===== src/rtl/hc595_ctrl.sv =====
// hc595_ctrl: serial driver for two cascaded 74HC595 registers feeding an
// 8-digit common-anode display. It watches the parallel {seg, sel} word and,
// whenever it differs from the last latched frame, shifts it out MSB first on
// ds/shcp and pulses stcp to transfer it to the 595 outputs. All outputs are
// registered, so each one lags the internal state by exactly one clk.
//
// DIV_HALF sets the shcp half-period and the stcp high width in clk cycles.
// The legal range is 1..15, and the phase counter is sized for that range.

module hc595_ctrl #(
    parameter int DIV_HALF = 2
) (
    input  logic       clk,
    input  logic       rst,
    input  logic [7:0] sel,
    input  logic [7:0] seg,
    output logic       ds,
    output logic       shcp,
    output logic       stcp,
    output logic       oe,
    output logic       busy
);

    // The phase counter must reach 2*DIV_HALF-1 = 29 at the top of the range.
    localparam int PW = 5;

    localparam logic [PW-1:0] HALF       = PW'(DIV_HALF);
    localparam logic [PW-1:0] SHIFT_LAST = PW'(2 * DIV_HALF - 1);
    localparam logic [PW-1:0] LATCH_LAST = PW'(DIV_HALF - 1);

    typedef enum logic [1:0] {
        IDLE,
        SHIFT,
        LATCH
    } state_t;

    state_t          state;
    logic [3:0]      bit_idx;    // bit of frame currently presented on ds
    logic [PW-1:0]   phase;      // cycle within a bit slot, latch pulse or idle holdoff
    logic [15:0]     frame;      // snapshot being shifted out
    logic [15:0]     last_sent;  // most recently latched frame
    logic            first_done; // at least one frame latched since reset

    logic [15:0]     cur_word;
    logic            start_req;

    // The frame word places the segment byte in the far 595.
    assign cur_word  = {seg, sel};

    // A frame is due when nothing has been latched yet or the input differs
    // from what the display holds. In IDLE, phase counts down a holdoff after
    // each latch, guaranteeing an idle gap of at least DIV_HALF+1 cycles
    // between frames. It is zero out of reset, so the first frame starts at once.
    assign start_req = (phase == '0) && (!first_done || (cur_word != last_sent));

    // Control FSM: IDLE compares and snapshots, SHIFT walks the 16 bit slots,
    // LATCH holds stcp for DIV_HALF cycles and then records the latched frame.
    // NOTE: state registers use non-blocking assignments only, so every
    // always_ff block sees the values from before the clock edge. That is
    // what keeps the output block one cycle behind this one.
    always_ff @(posedge clk or negedge rst) begin
        if (!rst) begin
            state      <= IDLE;
            bit_idx    <= '0;
            phase      <= '0;
            frame      <= '0;
            last_sent  <= '0;
            first_done <= 1'b0;
        end else begin
            case (state)
                IDLE: begin
                    if (phase != '0) begin
                        phase <= phase - 1'b1;
                    end else if (start_req) begin
                        frame   <= cur_word;
                        bit_idx <= 4'd15;
                        phase   <= '0;
                        state   <= SHIFT;
                    end
                end

                SHIFT: begin
                    if (phase == SHIFT_LAST) begin
                        phase <= '0;
                        if (bit_idx == 4'd0) begin
                            state <= LATCH;
                        end else begin
                            bit_idx <= bit_idx - 1'b1;
                        end
                    end else begin
                        phase <= phase + 1'b1;
                    end
                end

                LATCH: begin
                    if (phase == LATCH_LAST) begin
                        last_sent  <= frame;
                        first_done <= 1'b1;
                        phase      <= HALF;
                        state      <= IDLE;
                    end else begin
                        phase <= phase + 1'b1;
                    end
                end

                default: begin
                    state <= IDLE;
                    phase <= '0;
                end
            endcase
        end
    end

    // Output registers: decode the FSM state of the previous cycle, so there
    // is no combinational path from sel/seg to the pins.
    always_ff @(posedge clk or negedge rst) begin
        if (!rst) begin
            ds   <= 1'b0;
            shcp <= 1'b0;
            stcp <= 1'b0;
            oe   <= 1'b1;
            busy <= 1'b0;
        end else begin
            ds   <= (state == SHIFT) ? frame[bit_idx] : 1'b0;
            shcp <= (state == SHIFT) && (phase >= HALF);
            stcp <= (state == LATCH);
            oe   <= ~first_done;
            busy <= (state != IDLE);
        end
    end

endmodule


===== config.mk =====
export PLATFORM = sky130hd
export DESIGN_NAME = hc595_ctrl
export DESIGN_NICKNAME = d
export VERILOG_FILES = /design/src/rtl/hc595_ctrl.sv
export SDC_FILE = /design/constraint.sdc
export NUM_CORES = 1
export LEC_CHECK = 0
export ABC_AREA = 1
export CAP_MARGIN = 20
export CORE_MARGIN = 5
export CORE_UTILIZATION = 54
export CTS_CLUSTER_SIZE = 25
export DETAILED_ROUTE_END_ITERATION = 10
export PLACE_DENSITY_LB_ADDON = 0.08
export SLEW_MARGIN = 20
export SYNTH_ARGS = -nofsm -noshare
export SYNTH_HDL_FRONTEND = slang
export SYNTH_SLANG_ARGS = --single-unit

===== constraint.sdc =====
create_clock -name clk -period 2.21 [get_ports clk]
set_input_delay 0.221 -clock clk [delete_from_list [all_inputs] [get_ports clk]]
set_output_delay 0.221 -clock clk [all_outputs]
set_load 0.005 [all_outputs]

==> qor.yml, run 1 <==
use_met2_pct: 33.97
routed_wirelength_um: 6649
antenna_left: 0
layout_min_cycle_time_ns: 1.798
synthArstFlopShare_pct: 100.0
fin_skew_ns: 0.007776
antenna_cells: 0
slew_headroom_pct: 51.09
pwr-share-clk_pct: 13.6
hold_class: "reg2reg"
synthesis.area_um2: 2843
antenna_found_initial: 0
r2r_end: "last_sent[4]"
max_cap_violations: 0
worstSkewPairLatency_ns: 0.30
finalHoldViolCount: 0
grt_pass1_vias: 2206
power_frac_seq_pct: 40.0
cts_sinks: 49
r2r_start: "phase[1]"
multiInputGateArea_um2: 1371
cts_root_buf: "clkbuf_8"
yosysMostFrequentCell: "nand2_1"
via_per_inst: 5.093
drive_above_1_share_pct: 9.694
grtUsageTotal_pct: 21.81
period_share_pct: 81.36
worstSetupPathType: "reg2reg"
tns_ns: 0
fmax_mhz: 556.1
clk_pin_slew_worst_paths_ns: 0.09
pwr-share-comb_pct: 46.4
drv_slew: 0
cts_buffers: 5
swShare_pct: 43.95
rrSetupSlack_ns: 0.41
gp_congestion: 0.8393
synth-seq-cells: 49
seqCellArea_um2: 1227
io_pins: 23
first_pass_iters: 4
synth_top_area_cell: "dfrtp_1"
fin_total_pwr_w: 0.003947
fin_hold_ws_ns: 0.4352
cts_setup_buffers: 0
synth_top_area_share_pct: 42.25
start_util_pct: 55.66
rows: 26
synthFlopType: "dfrtp_1"
tightestPinTransition_ns: 0.7337
num_vias: 2353
grt_max_degree: 32
timing.critical_path.from: "phase[1]"
rsz0062_at_grt: "no"
setup_slack_ns: 0.4119
use_met1_pct: 31.54
coreArea_um2: 5107
netlist_top_cells_count: "nand2_1, dfrtp_1, inv_1, nand3_1, nor2_1"
power.leakage_nw: 1.623
crit_path_end: "last_sent[4]"
intPower_w: 0.002212
endpoint_kind: "register"
crit_path_max_fanout: 17
ys_seq_area_share_pct: 43.18
start_kind: "register"
crit_arrival_ns: 1.99
grt_first_pass_wirelength_um: 11070
powerDensity_nw_per_um2: 1224
vdd_drop_max_mv: 0.7667
fill_cells: 495
cts_tree: "built"
grt_use_met3_pct: 3.145
yosys.cell_types.count: 36
synth_nets: 390
syn-instance-count: 366
drt-wirelength-per-cell_um: 14.39
cts_max_level: 2
switchingPower_w: 0.001734
synth_warnings: 0
hold_buffers: 1
place_hpwl_um: 5005
cts_resized: 0
die_y_um: 82.56
port_buffers: 22
die-area_um2: 6815
die_x_um: 82.56
crit_required_ns: 2.40
syn_avg_cell_area_um2: 7.767
synth.area.top_cells: "dfrtp_1, nand2_1, nand3_1, inv_1, o21ai_0"
dr.first_iter.drc_count: 201
pre_cts_ws_ns: 0.2426
setup_viol: 0
syn2layout_area_growth_pct: 13.42
synth_edf_count: 0
fin_nets: 416
busiest_layer: "met2"
clockBufferDepth: 2
drc: 0
status: "finished clean"
reg2reg_depth: 6
overflow: 0
-- power groups by stage --
stage               sequential, W  clock (W)  combinational [W]
finish                    0.00158   0.000535            0.00183
global route              0.00163   0.000591            0.00208
CTS                       0.00158   0.000547            0.00184
detailed placement        0.00159          0            0.00183
global placement          0.00158          0            0.00178
floorplan                 0.00147          0            0.00147
-- worst min path at each step --
stage / from / end / depth (start not counted)
after floorplan: rst / bit_idx[0] / 0
after global placement: rst / first_done / 1
after detailed placement: rst / first_done / 1
after CTS: first_done / oe / 1
after global routing: first_done / oe / 1
final: first_done / oe / 1
-- logic make-up (layout without fill, tap and decap cells) --
group                      Yosys count  after routing  synth area share, %
AOI/OAI and AO/OA                   45             45                8.187
xor gates and xnor gates            11             11                3.389
adders and majority gates            6              6                2.641
buffers and inverters               57             83                8.583
DFF                                 49             49                43.18
muxes                                2              2               0.7922
and+or+nand+nor                    196            196                33.23
-- placed cells by master (no fill, tap or decap), types with 2 or more instances in the layout --
master             n
nor2_8             2
clkdlybuf4s50_1   21
ha_1               6
nand2_2            6
nand2_1          105
inv_2              2
a21oi_1           17
o21ai_0           23
inv_1             46
xnor2_1            7
xor2_1             4
nand4_1            4
o22ai_1            3
nor2_2             5
buf_4              3
clkbuf_8           6
nand3_1           37
dfrtp_1           48
mux2_2             2
nand2_4            2
nand4_2            2
nor2_1            25
-- metrics by stage --
step / instance area (um2) / util [%] / cells
3_3_place_gp: 3128 / 61.24 / 454
5_1_grt: 3224 / 63.13 / 462
3_5_place_dp: 3128 / 61.24 / 454
6_report: 3224 / 63.13 / 462
4_1_cts: 3224 / 63.13 / 462
2_1_floorplan: 2843 / - / 366
-- final cells by class --
type / instances / share of cell area, %
timing repair buffer: 27 / 8.304
sequential: 49 / 38.07
multi-input combinational: 260 / 42.53
tap: 70 / 2.716
inverter: 49 / 5.704
clock buffer: 7 / 2.678
-- layer usage --
layer | vias up | routed length, um
li1 | 1208 | -
met1 | 1076 | 3179
met2 | 61 | 3067
met3 | 8 | 315
met4 | 0 | 87
met5 | - | 0
-- worst max-delay path: stages (launching register included) --
cell	delay (ns)
dfrtp_1	0.46
inv_1	0.15
ha_1	0.21
nand4_2	0.41
buf_12	0.32
nor2_1	0.10
a21oi_1	0.05
-- registers in the layout (all words and copies together) (netlist names) --
| name | cells |
|---|---|
| oe | 1 |
| phase | 5 |
| bit_idx | 4 |
| ds | 1 |
| state | 2 |
| busy | 1 |
| stcp | 1 |
| shcp | 1 |
| frame | 16 |
| last_sent | 16 |
| first_done | 1 |
Power figures use the tool's default switching activity.
==> run 2, diff against run 1 <==
- CORE_UTILIZATION: 54 -> 52
- clock period: 2.21 -> 1.6 ns (I/O delays scaled with it)
==> qor.yml, run 2 (same netlist as run 1, synthesis figures left out) <==
status: "complete, but fails checks"
violations: "setup timing"
fin_nets: 460
start_util_pct: 52.59
gp_congestion: 0.8430
worstSetupPathType: "reg2reg"
num_vias: 2615
cpMostUsedCell: "nand2_1"
syn2layout_area_growth_pct: 30.41
max_cap_violations: 0
endpoint_kind: "register"
path_cells: "a21oi_1 -> nand2_2 -> nor2_1 -> nand2_1 -> nor2_4 -> buf_12 -> nand2_8 -> nand2_4 -> nand2_1 -> nand2_1"
clockBufferDepth: 2
via_per_inst: 5.138
grt_max_degree: 50
crit_required_ns: 1.86
grt_first_pass_wirelength_um: 11990
power.leakage_nw: 1.864
fmax_mhz: 621.0
drv_slew: 0
grtUsageTotal_pct: 21.17
drt-wirelength-per-cell_um: 14.62
crit_family: "simple AND/OR/NAND/NOR gates"
antenna_found_initial: 0
powerDensity_nw_per_um2: 1649
finalHoldViolCount: 0
switchingPower_w: 0.002639
crit_path_max_fanout: 6
die_y_um: 83.94
vdd_drop_max_mv: 0.9779
intPower_w: 0.003476
period_share_pct: 100.6
layout_min_cycle_time_ns: 1.610
largestRegisters: "frame (16), last_sent (16), phase (5)"
cts_buffers: 5
setup_viol: 1
coreArea_um2: 5405
pwr-share-clk_pct: 13.0
port_buffers: 22
dr.first_iter.drc_count: 174
final_util_pct: 68.59
first_pass_iters: 5
antenna_cells: 0
final_common_cell: "nand2_1"
power_frac_seq_pct: 34.7
fin_skew_ns: 0.008407
clk_pin_slew_worst_paths_ns: 0.09
setup_slack_ns: -0.01025
cts_sinks: 49
cts_max_level: 2
start_kind: "register"
swShare_pct: 43.16
drc: 0
place_hpwl_um: 5264
tightestPinTransition_ns: 0.2935
crit_arrival_ns: 1.87
routed_wirelength_um: 7443
rows: 27
overflow: 0
cts_tree: "built"
antenna_left: 0
crit_slowest_cell: "dfrtp_1"
die-area_um2: 7045
io_pins: 23
slew_headroom_pct: 80.30
layout_common_cells: "nand2_1, dfrtp_1, inv_1, buf_4, nand3_1"
cts_root_buf: "clkbuf_8"
hold_class: "in2async"
grt_pass1_vias: 2489
drive_above_1_share_pct: 23.11
fill_cells: 460
crit_buf_inv: 1
worstSkewPairLatency_ns: 0.31
tns_ns: -0.01025
critical-path-max-stage-delay_ns: 0.43
rsz0062_at_grt: "yes"
pwr-share-comb_pct: 52.4
die_x_um: 83.94
## run 2: per-layer routing
metal / vias to the layer above / routed length (um) / track usage [%]
li1: 1308 / - / -
met1: 1219 / 3481 / 30.51
met2: 73 / 3465 / 33.04
met3: 15 / 347 / 3.455
met4: 0 / 148 / 5.702
met5: - / 0 / 0
## run 2: final cells by class
cell class                 instances  area, um2  share of cell area, %
sequential                        49       1229                  33.14
tap                               72      90.09                  2.430
clock buffer                       6      82.58                  2.227
clock inverter                     2      13.76                 0.3712
multi-input combinational        264       1486                  40.09
timing repair buffer              67      621.8                  16.77
inverter                          49      183.9                  4.961
## run 2: path summary, 6_finish.rpt
path                                from            to  slack [ns]  depth (start not counted)
max reg2reg                last_sent[15]      frame[5]       -0.01                         10
max                        last_sent[15]      frame[5]       -0.01                         10
min                                  rst  last_sent[5]        0.34                          3
min reg2reg                   first_done            oe        0.43                          1
min in group clk              first_done            oe        0.43                          1
max in group asynchronous            rst      phase[3]        0.99                          3
## run 2: through the flow
step	hold slack, ns	area [um2]	total power, W	std cells	worst slack (ns)
final	0.3445	3707	0.006115	509	-0.01025
after CTS	0.3758	3493	0.005795	498	0.003308
after floorplan	-0.1356	2843	0.004055	366	0.08827
after global placement	0.1676	3378	0.004928	489	-0.2052
after global routing	0.3805	3707	0.006678	509	-0.1145
after detailed placement	0.1727	3378	0.004996	489	-0.2369
## run 2: repair_timing
item,in CTS,in global routing
endpoints found under the setup margin,5,33
hold endpoints to repair,48,0
resized for setup,1,21
hold buffers,1,0
cloned,0,4
pin swaps,1,7
setup buffers,0,7
## run 2: tightest hold or removal path, stage by stage
cell and delay [ns]:
dlygate4sd3_1 0.52, buf_2 0.12, buf_12 0.25
## run 2: power by group through the flow
stage,Clock (W),Combinational [W],Sequential [W]
final,0.000792,0.00320,0.00212
after global routing,0.000869,0.00362,0.00219
after CTS,0.000808,0.00290,0.00208
after detailed placement,0,0.00289,0.00211
after global placement,0,0.00283,0.00210
after floorplan,0,0.00202,0.00203
